File: src/rtl/nucleic_acid_sequencer_pkg.sv
// Shared definitions for the nucleic-acid extraction sequencer.
// Holds the step encoding, the per-step open-set valve vectors and the
// peristaltic pump pattern ROM.
// Valve vector bit order (MSB..LSB): lysis, wash, elute, horiz, vertical,
// dead_end, loop_exit, bead_vtl, bead_trap, collection.
// In an open-set vector a 1 means "open". The pins carry the inverse, because
// a pin value of 1 applies air and so closes the valve.
package mfda_seq_pkg;

    typedef enum logic [2:0] {
        ST_IDLE  = 3'd0,
        ST_LYSE  = 3'd1,
        ST_BEAD  = 3'd2,
        ST_MIX   = 3'd3,
        ST_TRAP  = 3'd4,
        ST_WASH  = 3'd5,
        ST_ELUTE = 3'd6,
        ST_DONE  = 3'd7
    } seq_state_e;

    localparam logic [9:0] VALVES_CLOSED = 10'b11_1111_1111;
    localparam logic [2:0] PUMPS_CLOSED  = 3'b111;

    localparam logic [9:0] OPEN_LYSE  = 10'b10_0010_0000; // lysis, vertical
    localparam logic [9:0] OPEN_BEAD  = 10'b00_0100_0100; // horiz, bead_vtl
    localparam logic [9:0] OPEN_MIX   = 10'b00_0000_0000; // pumps only
    localparam logic [9:0] OPEN_TRAP  = 10'b01_0001_1000; // wash (waste), dead_end, loop_exit
    localparam logic [9:0] OPEN_WASH  = 10'b01_0010_0000; // wash, vertical
    localparam logic [9:0] OPEN_ELUTE = 10'b00_1010_0011; // elute, vertical, bead_trap, collection

    // Pattern order is {pump1, pump2, pump3}.
    localparam logic [2:0] PUMP_ROM [0:5] = '{3'b011, 3'b001, 3'b101,
                                              3'b100, 3'b110, 3'b010};

    // Open-set lookup. IDLE and DONE have no open valves.
    function automatic logic [9:0] open_set(input seq_state_e st);
        logic [9:0] v;
        case (st)
            ST_LYSE:  v = OPEN_LYSE;
            ST_BEAD:  v = OPEN_BEAD;
            ST_MIX:   v = OPEN_MIX;
            ST_TRAP:  v = OPEN_TRAP;
            ST_WASH:  v = OPEN_WASH;
            ST_ELUTE: v = OPEN_ELUTE;
            default:  v = 10'b00_0000_0000;
        endcase
        return v;
    endfunction

endpackage

File: src/rtl/nucleic_acid_sequencer_pump_drv.sv
// Peristaltic pump driver: steps through the 6-phase pump pattern, one phase
// every PUMP_DIV enabled cycles. The output is registered, so the pattern
// entry chosen while en is high appears on the following cycle. When en is low
// the output is all-closed.
// Ports:
//   clk, rst_n : clock, asynchronous active-low reset
//   en         : advance the pattern and drive it on the next cycle
//   clr        : return the prescaler and the phase to zero
//   pumps      : registered {pump1, pump2, pump3}
module peristaltic_pump_drv
    import mfda_seq_pkg::*;
#(
    parameter int unsigned PUMP_DIV = 10,
    parameter int unsigned TW       = 16
) (
    input  logic       clk,
    input  logic       rst_n,
    input  logic       en,
    input  logic       clr,
    output logic [2:0] pumps
);

    localparam logic [TW-1:0] DIV_LAST = TW'(PUMP_DIV - 1);

    logic [TW-1:0] div_r;
    logic [2:0]    phase_r;

    // Prescaler, phase counter (modulo 6) and registered pattern output.
    always_ff @(posedge clk or negedge rst_n) begin
        if (!rst_n) begin
            div_r   <= {TW{1'b0}};
            phase_r <= 3'd0;
            pumps   <= PUMPS_CLOSED;
        end else if (clr) begin
            div_r   <= {TW{1'b0}};
            phase_r <= 3'd0;
            pumps   <= PUMPS_CLOSED;
        end else if (en) begin
            pumps <= PUMP_ROM[phase_r];
            if (div_r == DIV_LAST) begin
                div_r   <= {TW{1'b0}};
                phase_r <= (phase_r == 3'd5) ? 3'd0 : phase_r + 3'd1;
            end else begin
                div_r <= div_r + {{(TW-1){1'b0}}, 1'b1};
            end
        end else begin
            pumps <= PUMPS_CLOSED;
        end
    end

endmodule

File: src/rtl/nucleic_acid_sequencer.sv
// Pneumatic step sequencer for the 11-lane extraction array. It runs
// LYSE, BEAD, MIX, TRAP, WASH and ELUTE in order, then DONE. Each step is
// preceded by an all-closed guard. Every output is registered: the next-cycle
// values are decoded from the next state and then registered.
// Ports:
//   clk, rst_n   : clock, asynchronous active-low reset
//   start        : level-sampled run request, honoured only in IDLE
//   abort        : return to IDLE with all valves closed (highest priority)
//   busy, done   : status; done is a one-cycle pulse on completion
//   state        : current step encoding
//   *_ctl        : valve lines (1 = closed)
//   pump1..pump3 : peristaltic pump valve lines (1 = closed)
module nucleic_acid_sequencer
    import mfda_seq_pkg::*;
#(
    parameter int unsigned LOAD_CYC  = 200,
    parameter int unsigned TRAP_CYC  = 100,
    parameter int unsigned WASH_CYC  = 300,
    parameter int unsigned ELUTE_CYC = 300,
    parameter int unsigned PUMP_DIV  = 10,
    parameter int unsigned MIX_ROT   = 20,
    parameter int unsigned GUARD_CYC = 2,
    parameter int unsigned TW        = 16
) (
    input  logic       clk,
    input  logic       rst_n,
    input  logic       start,
    input  logic       abort,
    output logic       busy,
    output logic       done,
    output logic [2:0] state,
    output logic       lysis_ctl,
    output logic       wash_ctl,
    output logic       elute_ctl,
    output logic       horiz_ctl,
    output logic       vertical_ctl,
    output logic       dead_end_ctl,
    output logic       loop_exit_ctl,
    output logic       bead_vtl_ctl,
    output logic       bead_trap_ctl,
    output logic       collection_ctl,
    output logic       pump1,
    output logic       pump2,
    output logic       pump3
);

    localparam bit            HAS_GUARD = (GUARD_CYC != 0);
    // This value is only loaded when HAS_GUARD is set.
    localparam logic [TW-1:0] GUARD_M1  = TW'(GUARD_CYC - 1);

    // Timer reload value (duration minus one) for each step's open phase.
    function automatic logic [TW-1:0] dur_m1(input seq_state_e st);
        logic [TW-1:0] d;
        case (st)
            ST_LYSE, ST_BEAD: d = TW'(LOAD_CYC - 1);
            ST_MIX:           d = TW'(6 * MIX_ROT * PUMP_DIV - 1);
            ST_TRAP:          d = TW'(TRAP_CYC - 1);
            ST_WASH:          d = TW'(WASH_CYC - 1);
            ST_ELUTE:         d = TW'(ELUTE_CYC - 1);
            default:          d = {TW{1'b0}};
        endcase
        return d;
    endfunction

    seq_state_e    state_r, state_n;
    logic          guard_r, guard_n;
    logic [TW-1:0] timer_r, timer_n;
    logic          enter_s;

    logic [9:0]    valves_n, valves_r;
    logic          busy_n, busy_r;
    logic          done_n, done_r;
    logic          mix_open_n;
    logic [2:0]    pumps_s;

    // State register: step, guard flag and down-counter.
    always_ff @(posedge clk or negedge rst_n) begin
        if (!rst_n) begin
            state_r <= ST_IDLE;
            guard_r <= 1'b0;
            timer_r <= {TW{1'b0}};
        end else begin
            state_r <= state_n;
            guard_r <= guard_n;
            timer_r <= timer_n;
        end
    end

    // Next-state logic. Abort overrides start and every timer expiry.
    always_comb begin
        state_n = state_r;
        guard_n = guard_r;
        timer_n = timer_r;
        enter_s = 1'b0;
        if (abort) begin
            state_n = ST_IDLE;
            guard_n = 1'b0;
            timer_n = {TW{1'b0}};
        end else begin
            case (state_r)
                ST_IDLE: begin
                    if (start) begin
                        state_n = ST_LYSE;
                        enter_s = 1'b1;
                    end else begin
                        state_n = ST_IDLE;
                    end
                end
                ST_DONE: begin
                    state_n = ST_IDLE;
                end
                default: begin
                    if (timer_r != {TW{1'b0}}) begin
                        timer_n = timer_r - {{(TW-1){1'b0}}, 1'b1};
                    end else if (guard_r) begin
                        guard_n = 1'b0;
                        timer_n = dur_m1(state_r);
                    end else if (state_r == ST_ELUTE) begin
                        state_n = ST_DONE;
                        guard_n = 1'b0;
                        timer_n = {TW{1'b0}};
                    end else begin
                        state_n = seq_state_e'(state_r + 3'd1);
                        enter_s = 1'b1;
                    end
                end
            endcase
            // Entering a step starts its guard; without a guard the open phase starts at once.
            if (enter_s) begin
                guard_n = HAS_GUARD;
                timer_n = HAS_GUARD ? GUARD_M1 : dur_m1(state_n);
            end else begin
                guard_n = guard_n;
            end
        end
    end

    // Output decode from the next state, so that the registered outputs line up with state_r.
    always_comb begin
        busy_n     = (state_n != ST_IDLE);
        done_n     = (state_n == ST_DONE);
        mix_open_n = (state_n == ST_MIX) && !guard_n;
        if (guard_n || state_n == ST_IDLE || state_n == ST_DONE) begin
            valves_n = VALVES_CLOSED;
        end else begin
            valves_n = ~open_set(state_n);
        end
    end

    // Output registers.
    always_ff @(posedge clk or negedge rst_n) begin
        if (!rst_n) begin
            valves_r <= VALVES_CLOSED;
            busy_r   <= 1'b0;
            done_r   <= 1'b0;
        end else begin
            valves_r <= valves_n;
            busy_r   <= busy_n;
            done_r   <= done_n;
        end
    end

    peristaltic_pump_drv #(
        .PUMP_DIV (PUMP_DIV),
        .TW       (TW)
    ) u_pump (
        .clk   (clk),
        .rst_n (rst_n),
        .en    (mix_open_n),
        .clr   (!mix_open_n),
        .pumps (pumps_s)
    );

    assign state = state_r;
    assign busy  = busy_r;
    assign done  = done_r;
    assign {lysis_ctl, wash_ctl, elute_ctl, horiz_ctl, vertical_ctl,
            dead_end_ctl, loop_exit_ctl, bead_vtl_ctl, bead_trap_ctl,
            collection_ctl} = valves_r;
    assign {pump1, pump2, pump3} = pumps_s;

endmodule
File: config.mk
export PLATFORM = sky130hd
export DESIGN_NAME = nucleic_acid_sequencer
export DESIGN_NICKNAME = d
export VERILOG_FILES = /design/src/rtl/nucleic_acid_sequencer_pkg.sv /design/src/rtl/nucleic_acid_sequencer_pump_drv.sv /design/src/rtl/nucleic_acid_sequencer.sv
export SDC_FILE = /design/constraint.sdc
export NUM_CORES = 1
export LEC_CHECK = 0
export CORE_MARGIN = 2
export CORE_UTILIZATION = 60
export CTS_BUF_LIST = sky130_fd_sc_hd__clkbuf_4
export DETAILED_ROUTE_END_ITERATION = 6
export PLACE_DENSITY = 0.81
export SLEW_MARGIN = 5
export SYNTH_ARGS = -nofsm -noshare
export SYNTH_HDL_FRONTEND = slang
export SYNTH_SLANG_ARGS = --single-unit
File: constraint.sdc
create_clock -name clk -period 2.8 [get_ports clk]
set_clock_uncertainty 0.05 [all_clocks]
set_input_delay 0.7 -clock clk [delete_from_list [all_inputs] [get_ports clk]]
set_output_delay 0.7 -clock clk [all_outputs]
set_load 0.01 [all_outputs]
**Yosys cells after proc, flatten, opt, wreduce, memory -nomap -nowiden**

Memories as Yosys holds them, arrays and structs flattened.
Cells that the tools add are included.

- Add/sub/neg operators: 4
- Magnitude comparators: 1
- Eq/ne operators: 18
- Mux-type cells: 34
- Bitwise gates (word level): 2
- Reduce and logical (&&, ||, !) cells: 13

Operators with widths:

| kind | count |
|---|---|
| 16-bit two-way mux | 8 |
| 10-bit one-hot mux with 5 select lines | 1 |
| 11-bit one-hot mux with 4 select lines | 1 |
| 3-bit two-way mux | 10 |
| 3-bit == test (second input constant) | 9 |
| 10-bit two-way mux | 2 |
| 16-bit by 1-bit adder with 16-bit output (second input constant) | 1 |
| 16-bit by 4-bit == test with 1-bit output (second input constant) | 1 |
| 16-bit nonzero test | 1 |
| 16-bit by 1-bit subtractor with 16-bit output (second input constant) | 1 |
| 3-bit by 2-bit == test with 1-bit output (second input constant) | 4 |
| 1-bit two-way mux | 10 |
| 10-bit NOT | 1 |
| 3-bit by 1-bit adder with 3-bit output (second input constant) | 2 |
| 3-bit by 1-bit == test with 1-bit output (second input constant) | 2 |
| 3-bit zero test | 2 |
| 3-bit one-hot mux with 2 select lines | 1 |
| 2-bit OR reduction | 3 |
| 5-bit nonzero test | 1 |
| 4-bit greater-or-equal comparator (second input constant) | 1 |
| 3-bit NOT with 4-bit output | 1 |
| 3-bit by 1-bit inequality test with 1-bit output (second input constant) | 1 |
| 3-bit nonzero test | 1 |
| 1-bit logical OR | 2 |
| other kinds (5) | 5 |

- Register bits: 54
- ROM bits: 24
- Input bits: 4
- Memories: 1

Memory list:

| memory | words | width | read ports | clocked after Yosys merged registers in | write ports | line | RTL |
|---|---|---|---|---|---|---|---|
| (no name shown) | 8 | 3 | 1 | 0 | 0 | nucleic_acid_sequencer_pump_drv.sv:39 | `pumps <= PUMP_ROM[phase_r];` |

**Longest topological paths before layout**

- Depth after elaboration: 13
- Gate-level depth with buffers: 12
- Gate-level depth less buffers: 9

**Cells and area by module**

Synthesis repeated with hierarchy kept, for this count alone.

- Cells, all modules: 328
- Area total of the unflattened synthesis: 2,984.1 µm²

Modules (own cells, without submodules):

| module | times used | cells an instance | area an instance (µm²) |
|---|---|---|---|
| nucleic_acid_sequencer | 1 | 208 | 1,798.0 |
| peristaltic_pump_drv | 1 | 120 | 1,186.1 |

**Least setup slack after synthesis**

No wires, ideal clock.

- Path type: reg2reg
- Start: register state_r[0], in the netlist state[0]
- End: register u_pump.pumps[0]
- Library setup time: 82 ps
- Data arrival time: 2,283 ps
- Data required time: 2,668 ps
- Setup slack: 385 ps
- Cell stages (with the launch flop): 13
- Period minus slack after synthesis: 2,415 ps
- Cell sequence: dfrtp_1 inv_1 ha_1 buf_6 mux2i_2 nand2b_1 buf_2 a211o_1 and2_4 clkinv_4 o2111ai_4 buf_6 or2_1

- Elaborated cells between the ends (all ways): 22
- Those cells by class: 1 x add/sub; 3 x eq/ne; 14 x mux; 4 x reduce/logical

RTL lines:

| element | line | RTL |
|---|---|---|
| start: declaration | nucleic_acid_sequencer.sv:65 | `seq_state_e state_r, state_n;` |
| start signal: assignment | nucleic_acid_sequencer.sv:83 | `state_r <= state_n;` |
| 3-bit by 1-bit adder with 3-bit output or 3-bit == test (tied branches) | nucleic_acid_sequencer.sv:123, nucleic_acid_sequencer.sv:118 |  |
| 3-bit two-way mux | nucleic_acid_sequencer.sv:118 | `end else if (state_r == ST_ELUTE) begin` |
| 3-bit two-way mux | nucleic_acid_sequencer.sv:115 | `end else if (guard_r) begin` |
| 3-bit two-way mux | nucleic_acid_sequencer.sv:113 | `if (timer_r != {TW{1'b0}}) begin` |
| 3-bit one-hot mux with 2 select lines (*) | nucleic_acid_sequencer.sv:100 | `case (state_r)` |
| 3-bit two-way mux (*) | nucleic_acid_sequencer.sv:95 | `if (abort) begin` |
| net state_n[1] | nucleic_acid_sequencer.sv:65 |  |
| 3-bit by 2-bit == test with 1-bit output (*) | nucleic_acid_sequencer.sv:142 | `mix_open_n = (state_n == ST_MIX) && !guard_n;` |
| 1-bit logical AND (*) | nucleic_acid_sequencer.sv:142 |  |
| 3-bit two-way mux (*) | nucleic_acid_sequencer_pump_drv.sv:34 | `end else if (clr) begin` |
| end signal: assignment | nucleic_acid_sequencer_pump_drv.sv:39 |  |
| end: declaration | nucleic_acid_sequencer_pump_drv.sv:20 | `output logic [2:0] pumps` |

Mark *: on every way through the listed nets, which the timed path passes. The rest lies on a longest branch. The select of a mux whose other input is x is not followed.
A chain may end at the register's enable or synchronous reset.

**Final worst setup path**

- Start: register state_r[0], in the netlist state[0]
- End: register u_pump.div_r[2]

- Elaborated cells between the ends (all ways): 22
- Those cells by class: 1 x add/sub; 3 x eq/ne; 14 x mux; 4 x reduce/logical

RTL lines:

| element | line | RTL |
|---|---|---|
| 3-bit by 1-bit adder with 3-bit output or 3-bit == test (tied branches) | nucleic_acid_sequencer.sv:123, nucleic_acid_sequencer.sv:118 |  |
| 3-bit two-way mux | nucleic_acid_sequencer.sv:118 |  |
| 3-bit two-way mux | nucleic_acid_sequencer.sv:115 |  |
| 3-bit two-way mux | nucleic_acid_sequencer.sv:113 |  |
| 3-bit one-hot mux with 2 select lines (*) | nucleic_acid_sequencer.sv:100 |  |
| 3-bit two-way mux (*) | nucleic_acid_sequencer.sv:95 |  |
| net state_n[1] | nucleic_acid_sequencer.sv:65 |  |
| 3-bit by 2-bit == test with 1-bit output (*) | nucleic_acid_sequencer.sv:142 |  |
| 1-bit logical AND (*) | nucleic_acid_sequencer.sv:142 |  |
| 16-bit two-way mux (*) | nucleic_acid_sequencer_pump_drv.sv:34 |  |
| end signal: assignment | nucleic_acid_sequencer_pump_drv.sv:31 | `div_r <= {TW{1'b0}};` |
| end signal: assignment | nucleic_acid_sequencer_pump_drv.sv:35 | `div_r <= {TW{1'b0}};` |
| end signal: assignment | nucleic_acid_sequencer_pump_drv.sv:41 | `div_r <= {TW{1'b0}};` |
| end: declaration | nucleic_acid_sequencer_pump_drv.sv:25 | `logic [TW-1:0] div_r;` |

Marks and branches as above.

==> run summary <==
Synth Flop Type = dfrtp_1
Via count = 2209
Chip width = 73.3 um
R2R cell count = 10
WL/cell = 14.9 um
Hold buffers post-CTS = 0
Sink Count = 50
Critical path endpoint category = register
Root buffer cell = clkbuf_4
Yosys cell types = 58
# DRC = 0
Vias in the first global route = 2212
Filler Cell Count = 373
Pin count of the biggest net entering global routing = 51
N_diodes = 0
H-tree levels = 2
Initial Util = 0.617
Post-synth EDFFs = 0
Post-CTS sizing = 0
Worst Tran Pin Value = 614 ps
Syn-to-layout area delta = 11.7%
Hold Crit Class = input port to async pin
Run status = complete, no violations
RSZ-0062 raised after global routing = false
Layout cell share with drive strength beyond 1 = 0.174
First-pass GRT wire length = 9.72 mm
Post-synth net total = 313
Initial DRC count = 143
Total power draw = 2820 uW
TritonRoute pass-1 iters = 4
Crit path DAT = 2820 ps
Max incr delay on CP = 510 ps
Fin crit period = 2570 ps
Worst R2R End = u_pump.div_r[2]
Die ar. = 0.00537 mm^2
Yosys reg bits = 50
Hold Fails Final Rpt = 0
Synth Instances = 300
Syn avg cell area = 9.59 um^2
Relative slew margins = 0.591
Ys Warns = 0
Initial antenna violation count = 0
Max-capacitance violation count = 0
WS Path Type = register to register
Mapped cell area = 0.00288 mm^2
Worst Path Buf+Inv = 3
Pwr dens = 878 mW/mm^2
Clk_lat worst skew = 370 ps
Post-synth ARST share = 1.00
Final ANT Viol Nets = 0
Clk slew on worst S/H paths = 150 ps
Crit share post-route = 0.916
RePlAce Congestion = 0.864
CTS Buf Count = 5
CP top delay family = simple AND/OR/NAND/NOR gates
Total grt overflow = 0
Core box area = 0.00466 mm^2
Clock Path Buffers = 2
Io pins = 22
Final WL = 5.68 mm
Fin Setup TNS = 0 ps
Worst EP required = 3060 ps
Vias per Instance = 5.80
Worst R2R Start = state[0]
CTS tree = yes
Critical-path top delay cell = dfrtp_1
Critical Path Source Type = register
PortBufs = 21
FMAX = 390 MHz
Nets = 339
Setup bufs post-CTS = 0
R2R setup slack = 230 ps
Leak pwr = 0.00131 uW
Worst-path cell chain = inv_1 > ha_1 > mux2_2 > nor2_1 > nand4_1 > and2_4 > clkinv_4 > o2111ai_4 > buf_4 > nor3_2
Endpoints failing setup = 0
Die H = 73.3 um
GRT Util Overall = 0.235
Crit Path Max Fanout = 11
Worst VDD drop = 0.442 mV
Placed wire-length estimate = 4.15 mm
Cell Rows = 25
Final Max Tran Viols = 0
Sequential share of the synthesized area = 0.439
final cells by class:
type	instances	area (um^2)	area share
Inverter	10	42.5	0.0132
Sequential cell	50	1260	0.393
Clock inverter	3	21.3	0.00662
Timing Repair Buffer	34	303	0.0942
Multi-Input combinational cell	225	1480	0.460
Tap cell	54	67.6	0.0210
Clock buffer	5	37.5	0.0117
cells in the final DEF, fill, tap and decap left out, types with 5 or more instances in the layout:
master / n
a21oi_1: 11
buf_4: 13
clkbuf_4: 5
clkdlybuf4s50_1: 20
dfrtp_1: 41
dfstp_2: 9
ha_1: 9
inv_1: 9
nand2_1: 24
nand3_1: 7
nand4_1: 5
nor2_1: 50
nor3_1: 13
nor3_2: 7
o211ai_1: 5
o21ai_0: 9
xnor2_1: 14
xor2_1: 8
through the flow:
stage	cells	setup WS [ps]	utilization	hold WS, ps	area [um^2]
5_1_grt	381	79.6	0.689	376	3210
2_1_floorplan	300	385	-	354	2880
6_report	381	234	0.689	346	3210
3_5_place_dp	373	75.2	0.677	485	3150
4_1_cts	381	256	0.689	360	3210
3_3_place_gp	373	109	0.677	470	3150
Yosys cell counts (all sizes together) (2+ instances only):
master / number / area share
nand3b: 2 / 0.0052
xnor2: 14 / 0.043
nand2b: 4 / 0.0096
xor2: 8 / 0.024
a21o: 3 / 0.0078
o211ai: 5 / 0.013
dfstp: 9 / 0.082
nor2: 50 / 0.065
nor3: 20 / 0.047
a211o: 2 / 0.0061
nand2: 24 / 0.031
o21ai: 10 / 0.017
or2: 5 / 0.011
or3: 5 / 0.013
clkbuf: 4 / 0.0052
inv: 9 / 0.012
o21a: 5 / 0.013
nand3: 7 / 0.012
mux2: 2 / 0.0078
ha: 9 / 0.039
and3: 4 / 0.0087
buf: 11 / 0.027
nor4: 4 / 0.019
nand4: 6 / 0.015
a21oi: 11 / 0.019
nor2b: 2 / 0.0043
dfrtp: 41 / 0.36
nor4b: 4 / 0.012
or3b: 2 / 0.0061
a31oi: 2 / 0.0043
and2: 2 / 0.0052
how the worst max path moves through the flow:
stage / from / end / slack, ps / cells after the start
6_report: state[0] / u_pump.div_r[2] / 230 / 10
5_1_grt: state[0] / u_pump.div_r[2] / 80 / 10
4_1_cts: state[0] / u_pump.div_r[2] / 260 / 10
3_5_place_dp: start / u_pump.pumps[1] / 80 / 7
3_3_place_gp: start / u_pump.pumps[1] / 110 / 7
2_1_floorplan: state[0] / u_pump.pumps[0] / 390 / 12
sequential cells by signal, summed over array words and instances (netlist names):
register        count
u_pump.pumps        3
busy                1
guard_r             1
state               3
u_pump.phase_r      3
timer_r            16
u_pump.div_r       16
valves_r            6
done                1
report_power, final:
group	switching (uW)	total [uW]	internal, uW
combinational	839	1520	686
clock	236	334	98.2
sequential	129	961	832
total	1200	2820	1620
routing by layer:
layer,share of wire,vias up,GRT usage
met3,0.022,14,0.0521
met2,0.49,30,0.384
met4,0.023,0,0.0947
li1,-,1093,-
met1,0.46,1072,0.304
met5,0,-,0
kinds of logic (layout without fill, tap and decap cells):
family / after synthesis / count (layout) / synth area share
AND/OR/NAND/NOR: 144 / 144 / 0.274
flip-flops: 50 / 50 / 0.439
AO/OA/AOI/OAI: 46 / 46 / 0.113
buffers and inverters: 25 / 52 / 0.0474
XOR/XNOR: 22 / 22 / 0.0670
adder cells (fa/ha/maj): 9 / 9 / 0.0391
multiplexers: 4 / 4 / 0.0204
(Power assumes the default switching activity.)
